===== src/rtl/call_return_unit_pkg.sv =====
// Shared definitions for the call/return unit: FSM states and default sizing.
package call_return_unit_pkg;

  localparam int         CRU_AW      = 10;
  localparam int         CRU_DEPTH   = 8;
  localparam logic [9:0] CRU_IRQ_VEC = 10'h3F0;

  typedef enum logic [1:0] {
    ST_IDLE      = 2'd0,
    ST_RET_WAIT  = 2'd1,
    ST_RETI_WAIT = 2'd2
  } state_t;

  function automatic int depthWidth(input int depth);
    return $clog2(depth + 1);
  endfunction

endpackage


===== src/rtl/call_return_unit_depth_tracker.sv =====
// Saturating up/down counter mirroring the occupancy of the external return-address LIFO.
module call_return_unit_depth_tracker #(
  parameter int DEPTH = 8,
  parameter int DW    = 4
) (
  input  logic          i_clk,
  input  logic          i_rst_n,
  input  logic          i_inc,
  input  logic          i_dec,
  output logic [DW-1:0] o_depth,
  output logic          o_full,
  output logic          o_empty
);

  logic [DW-1:0] r_depth;

  assign o_full  = (r_depth == DW'(DEPTH));
  assign o_empty = (r_depth == '0);
  assign o_depth = r_depth;

  // Out-of-range requests are ignored so the count can never wrap.
  always_ff @(posedge i_clk or negedge i_rst_n) begin
    if (!i_rst_n) begin
      r_depth <= '0;
    end else if (i_inc && !i_dec && !o_full) begin
      r_depth <= r_depth + DW'(1);
    end else if (i_dec && !i_inc && !o_empty) begin
      r_depth <= r_depth - DW'(1);
    end
  end

endmodule


===== src/rtl/call_return_unit.sv =====
// Call/return/interrupt sequencer driving the return-address stack and the PC load mux.
module call_return_unit
  import call_return_unit_pkg::*;
#(
  parameter int            AW      = CRU_AW,
  parameter int            DEPTH   = CRU_DEPTH,
  parameter logic [AW-1:0] IRQ_VEC = AW'(CRU_IRQ_VEC)
) (
  input  logic                         i_clk,
  input  logic                         i_rst_n,
  input  logic                         i_call_req,
  input  logic                         i_ret_req,
  input  logic                         i_reti_req,
  input  logic                         i_ei,
  input  logic                         i_di,
  input  logic                         i_irq,
  input  logic [AW-1:0]                i_pc,
  input  logic [AW-1:0]                i_target,
  input  logic                         i_zflag_in,
  input  logic [AW-1:0]                i_outpop,
  output logic                         o_push,
  output logic                         o_pop,
  output logic [AW-1:0]                o_inpush,
  output logic                         o_pc_load,
  output logic [AW-1:0]                o_pc_next,
  output logic                         o_stall,
  output logic                         o_z_load,
  output logic                         o_z_restore,
  output logic [$clog2(DEPTH+1)-1:0]   o_depth,
  output logic                         o_ie,
  output logic                         o_fault
);

  localparam int DW = depthWidth(DEPTH);

  state_t  r_state;
  state_t  w_nextState;
  logic    r_ie;
  logic    r_fault;
  logic    r_shadowZ;
  logic    w_inc;
  logic    w_dec;
  logic    w_full;
  logic    w_empty;
  logic    w_faultSet;
  logic    w_irqTake;
  logic    w_retiDone;
  logic [DW-1:0] w_depth;

  call_return_unit_depth_tracker #(
    .DEPTH (DEPTH),
    .DW    (DW)
  ) u_depth (
    .i_clk   (i_clk),
    .i_rst_n (i_rst_n),
    .i_inc   (w_inc),
    .i_dec   (w_dec),
    .o_depth (w_depth),
    .o_full  (w_full),
    .o_empty (w_empty)
  );

  always_ff @(posedge i_clk or negedge i_rst_n) begin
    if (!i_rst_n) begin
      r_state <= ST_IDLE;
    end else begin
      r_state <= w_nextState;
    end
  end

  always_comb begin
    w_nextState = r_state;
    o_push      = 1'b0;
    o_pop       = 1'b0;
    o_inpush    = '0;
    o_pc_load   = 1'b0;
    o_pc_next   = '0;
    o_stall     = 1'b0;
    o_z_load    = 1'b0;
    w_inc       = 1'b0;
    w_dec       = 1'b0;
    w_faultSet  = 1'b0;
    w_irqTake   = 1'b0;
    w_retiDone  = 1'b0;

    unique case (r_state)
      ST_IDLE: begin
        if (i_call_req) begin
          if (!w_full) begin
            o_push    = 1'b1;
            o_inpush  = i_pc + AW'(1);
            o_pc_load = 1'b1;
            o_pc_next = i_target;
            w_inc     = 1'b1;
          end else begin
            w_faultSet = 1'b1;
          end
        end else if (i_ret_req || i_reti_req) begin
          if (!w_empty) begin
            o_pop       = 1'b1;
            o_stall     = 1'b1;
            w_dec       = 1'b1;
            w_nextState = i_ret_req ? ST_RET_WAIT : ST_RETI_WAIT;
          end else begin
            w_faultSet = 1'b1;
          end
        end else if (i_irq && r_ie) begin
          // The interrupted instruction has not executed, so its own PC is saved.
          if (!w_full) begin
            o_push    = 1'b1;
            o_inpush  = i_pc;
            o_pc_load = 1'b1;
            o_pc_next = IRQ_VEC;
            w_inc     = 1'b1;
            w_irqTake = 1'b1;
          end else begin
            w_faultSet = 1'b1;
          end
        end
      end
      ST_RET_WAIT: begin
        o_pc_load   = 1'b1;
        o_pc_next   = i_outpop;
        w_nextState = ST_IDLE;
      end
      ST_RETI_WAIT: begin
        o_pc_load   = 1'b1;
        o_pc_next   = i_outpop;
        o_z_load    = 1'b1;
        w_retiDone  = 1'b1;
        w_nextState = ST_IDLE;
      end
      default: begin
        w_nextState = ST_IDLE;
      end
    endcase

    // Register state already reads as idle under reset, but inputs could still fire strobes.
    if (!i_rst_n) begin
      o_push     = 1'b0;
      o_pop      = 1'b0;
      o_pc_load  = 1'b0;
      o_stall    = 1'b0;
      o_z_load   = 1'b0;
      w_inc      = 1'b0;
      w_dec      = 1'b0;
      w_faultSet = 1'b0;
      w_irqTake  = 1'b0;
      w_retiDone = 1'b0;
    end
  end

  always_ff @(posedge i_clk or negedge i_rst_n) begin
    if (!i_rst_n) begin
      r_ie <= 1'b0;
    end else if (w_irqTake || i_di) begin
      r_ie <= 1'b0;
    end else if (i_ei || w_retiDone) begin
      r_ie <= 1'b1;
    end
  end

  always_ff @(posedge i_clk or negedge i_rst_n) begin
    if (!i_rst_n) begin
      r_shadowZ <= 1'b0;
      r_fault   <= 1'b0;
    end else begin
      if (w_irqTake) begin
        r_shadowZ <= i_zflag_in;
      end
      if (w_faultSet) begin
        r_fault <= 1'b1;
      end
    end
  end

  assign o_z_restore = r_shadowZ;
  assign o_depth     = w_depth;
  assign o_ie        = r_ie;
  assign o_fault     = r_fault;

endmodule


===== config.mk =====
export PLATFORM = sky130hd
export DESIGN_NAME = call_return_unit
export DESIGN_NICKNAME = d
export VERILOG_FILES = /design/src/rtl/call_return_unit_pkg.sv /design/src/rtl/call_return_unit_depth_tracker.sv /design/src/rtl/call_return_unit.sv
export SDC_FILE = /design/constraint.sdc
export NUM_CORES = 1
export LEC_CHECK = 0
export CAP_MARGIN = 20
export CORE_UTILIZATION = 40
export DETAILED_ROUTE_END_ITERATION = 7
export GPL_ROUTABILITY_DRIVEN = 1
export PLACE_DENSITY = 0.86
export SKIP_CTS_REPAIR_TIMING = 1
export SLEW_MARGIN = 40
export SYNTH_ARGS = -nofsm -noshare
export SYNTH_HDL_FRONTEND = slang
export SYNTH_SLANG_ARGS = --single-unit

===== constraint.sdc =====
create_clock -name i_clk -period 7.34 [get_ports i_clk]
set_input_delay 1.835 -clock i_clk [delete_from_list [all_inputs] [get_ports i_clk]]
set_output_delay 1.835 -clock i_clk [all_outputs]
set_load 0.1 [all_outputs]

==> impl_metrics.json <==
{
  "clkTransAtPathRegs_ns": 0.06,
  "cts_buffer_depth": 2,
  "synth-async-reset-ratio": 1.00,
  "synth-edff-count": 0,
  "route.detailed.drc": 0,
  "final_hold_viol_count": 0,
  "fillers": 238,
  "synth_top_area_frac": 0.196,
  "endpoint_kind": "primary output",
  "grt_pass1_wl_mm": 5.51,
  "rsz0062_at_grt": "no",
  "path_max_fanout": 11,
  "synth_simple_gate_area_frac": 0.263,
  "fin_tns_setup_ns": 0,
  "fin_crit_sh": 0.787,
  "io_pins": 71,
  "vias": 1359,
  "synthFlopType": "dfrtp_1",
  "wl_met3_um": 253,
  "hold_path_class": "register to register",
  "max_freq_mhz": 173,
  "gr-total-overflow": 0,
  "path_cells": "clkdlybuf4s50_1 > nand4bb_1 > nor3_2 > nand3b_1 > o21ai_0 > buf_4",
  "dp_cells": 234,
  "fin_nets": 254,
  "wl_met1_mm": 1.46,
  "rows": 19,
  "slowest_stage": "nor3_2",
  "syn-num-nets": 187,
  "stdcell_count": 238,
  "coreArea_um2": 2730,
  "routed_via_density": 5.71,
  "grt_usage": 0.217,
  "worst-slew-pin-transition_ns": 0.670,
  "top_layer": "met4",
  "clock-root-buffer": "clkbuf_4",
  "synthDistinctLibCells": 46,
  "dp_hpwl_mm": 2.60,
  "maxCapViolCount": 0,
  "syn_inst": 141,
  "yosys.area_share.xor_xnor": 0.0229,
  "synthAdderAreaFrac": 0.0829,
  "yosys_warnings": 0,
  "cts.htree.levels": 1,
  "synth_area_um2": 1150,
  "synth_compound_area_frac": 0.298,
  "antenna_found_initial": 0,
  "drt_first_iter_violations": 83,
  "fp.dieH_um": 55.6,
  "grt_max_degree": 23,
  "firstDrtPassIters": 4,
  "yosysTopAreaCell": "dfrtp_1",
  "crit_arrival_ns": 3.94,
  "synth.avg_cell_area_um2": 8.14,
  "cpPeakStageDelay_ns": 0.52,
  "die-area_um2": 3090,
  "final_max_slew_viol_count": 0,
  "muxShareOfSynthArea": 0.0545,
  "antennaDiodeCount": 0,
  "post_drt_wl_per_cell_um": 14.0,
  "drive_gt1_frac": 0.222,
  "setup_viol": 0,
  "grt_pass1_vias": 1275,
  "critPathRequiredTime_ns": 5.51,
  "clkSinkCount": 9,
  "io_buffers": 70,
  "worst-setup-path-type": "input pin to primary output",
  "timing.hold.ws_ns": 0.474,
  "synth_seq_cells": 9,
  "start_util": 0.420,
  "startpoint_type": "input pin",
  "status": "complete, no violations",
  "wirelength_mm": 3.34,
  "synth_area_leaders": "dfrtp_1 (20%), a22oi_1 (8.5%), ha_1 (6.5%)",
  "final_antenna_net_count": 0,
  "slew_headroom": 0.553,
  "gp_congestion": 0.905,
  "synth_top_family_by_area": "compound AO/OA/AOI/OAI gates",
  "route.met2.wl_mm": 1.60,
  "seq_area_frac_synth": 0.196,
  "clkLatencyLatePin_ns": 0.27,
  "fin_crit_ns": 5.77,
  "finalClockSkew_ns": 0.00538,
  "area_growth_pct": 52.5,
  "die_w_um": 55.6,
  "cts_tree": "yes",
  "cts_made_buffers": 3
}
## final timing paths
path	from	endpoint	slack [ns]	cells after the start
min in group asynchronous	i_rst_n	u_depth.o_depth[3]	1.83	1
max reg2reg	r_state[1]	u_depth.o_depth[3]	4.53	8
max in group asynchronous	i_rst_n	o_z_restore	5.10	2
max	i_ret_req	o_pc_next[9]	1.57	6
min reg2reg	o_fault	o_fault	0.47	2
min	o_fault	o_fault	0.47	2
## logic make-up after synthesis
group                      count (synthesis)
and+or+nand+nor                           50
AOI/OAI and AO/OA                         48
buffers and inverters                     18
DFF                                        9
adders and majority gates                  7
muxes                                      6
xor gates and xnor gates                   3
## area by class of cell
type                            instances  area (um2)  area share
Multi-Input combinational cell        114         832       0.476
Inverter                                9        33.8      0.0193
Clock buffer                            4        26.3      0.0150
Tap cell                               31        38.8      0.0222
Sequential cell                         9         225       0.129
Timing Repair Buffer                   71         593       0.339
## sequential cells by signal (all words and copies together) (netlist names)
register and flops:
r_state 2, o_z_restore 1, u_depth.o_depth 4, o_ie 1, o_fault 1
## cells in the mapped netlist, types with 2 or more instances
cell type   n
nand2_1     6
o21bai_1    3
mux2i_1     4
nor2_1      8
nor2b_1     4
a21oi_1     4
clkbuf_1    4
o21ai_0    13
ha_1        6
nand4_1     2
buf_6       3
dfrtp_1     9
nor3_1      5
nand2b_1    2
xor2_1      2
nor4_1      2
nand3_1     5
and2_1      3
a2bb2oi_1   3
mux2_2      2
and3_1      2
a31o_1      2
o2111ai_1   2
inv_1       9
and4b_1     2
a22oi_1    13
o32ai_1     2
## critical path, delay by kind of cell
| family | cells | cell delay (ns) |
|---|---|---|
| buffers and inverters | 2 | 0.82 |
| AND/OR/NAND/NOR | 3 | 1.12 |
| AO/OA/AOI/OAI | 1 | 0.15 |
## metal layers
metal | up-vias | GRT usage
li1 | 666 | -
met1 | 633 | 0.265
met2 | 56 | 0.380
met3 | 4 | 0.0562
met4 | 0 | 0.0464
met5 | - | 0
## metrics by stage
step | area, um2 | util | setup WS, ns
2_1_floorplan | 1150 | - | 0.832
3_3_place_gp | 1790 | 0.654 | 1.27
3_5_place_dp | 1720 | 0.630 | 1.58
4_1_cts | 1750 | 0.640 | 1.58
5_1_grt | 1750 | 0.640 | 1.31
6_report | 1750 | 0.640 | 1.57
## placed cells by master, fill, tap and decap left out, drive strengths merged, types with 3 or more instances in the layout
master | synthesis | routed
dfrtp | 9 | 9
clkdlybuf4s50 | 0 | 38
a2bb2oi | 3 | 3
ha | 6 | 6
and2 | 4 | 4
buf | 5 | 33
nand2 | 6 | 6
mux2i | 4 | 4
a21oi | 4 | 4
nand3 | 5 | 5
clkbuf | 4 | 4
o21ai | 13 | 13
nor2b | 4 | 4
and3 | 3 | 3
inv | 9 | 9
a22oi | 13 | 13
o21bai | 3 | 3
nor3 | 5 | 5
nor2 | 8 | 8
Power is not shown: default switching activity piles up to over one toggle a cycle in this logic, so the estimate is an artifact.
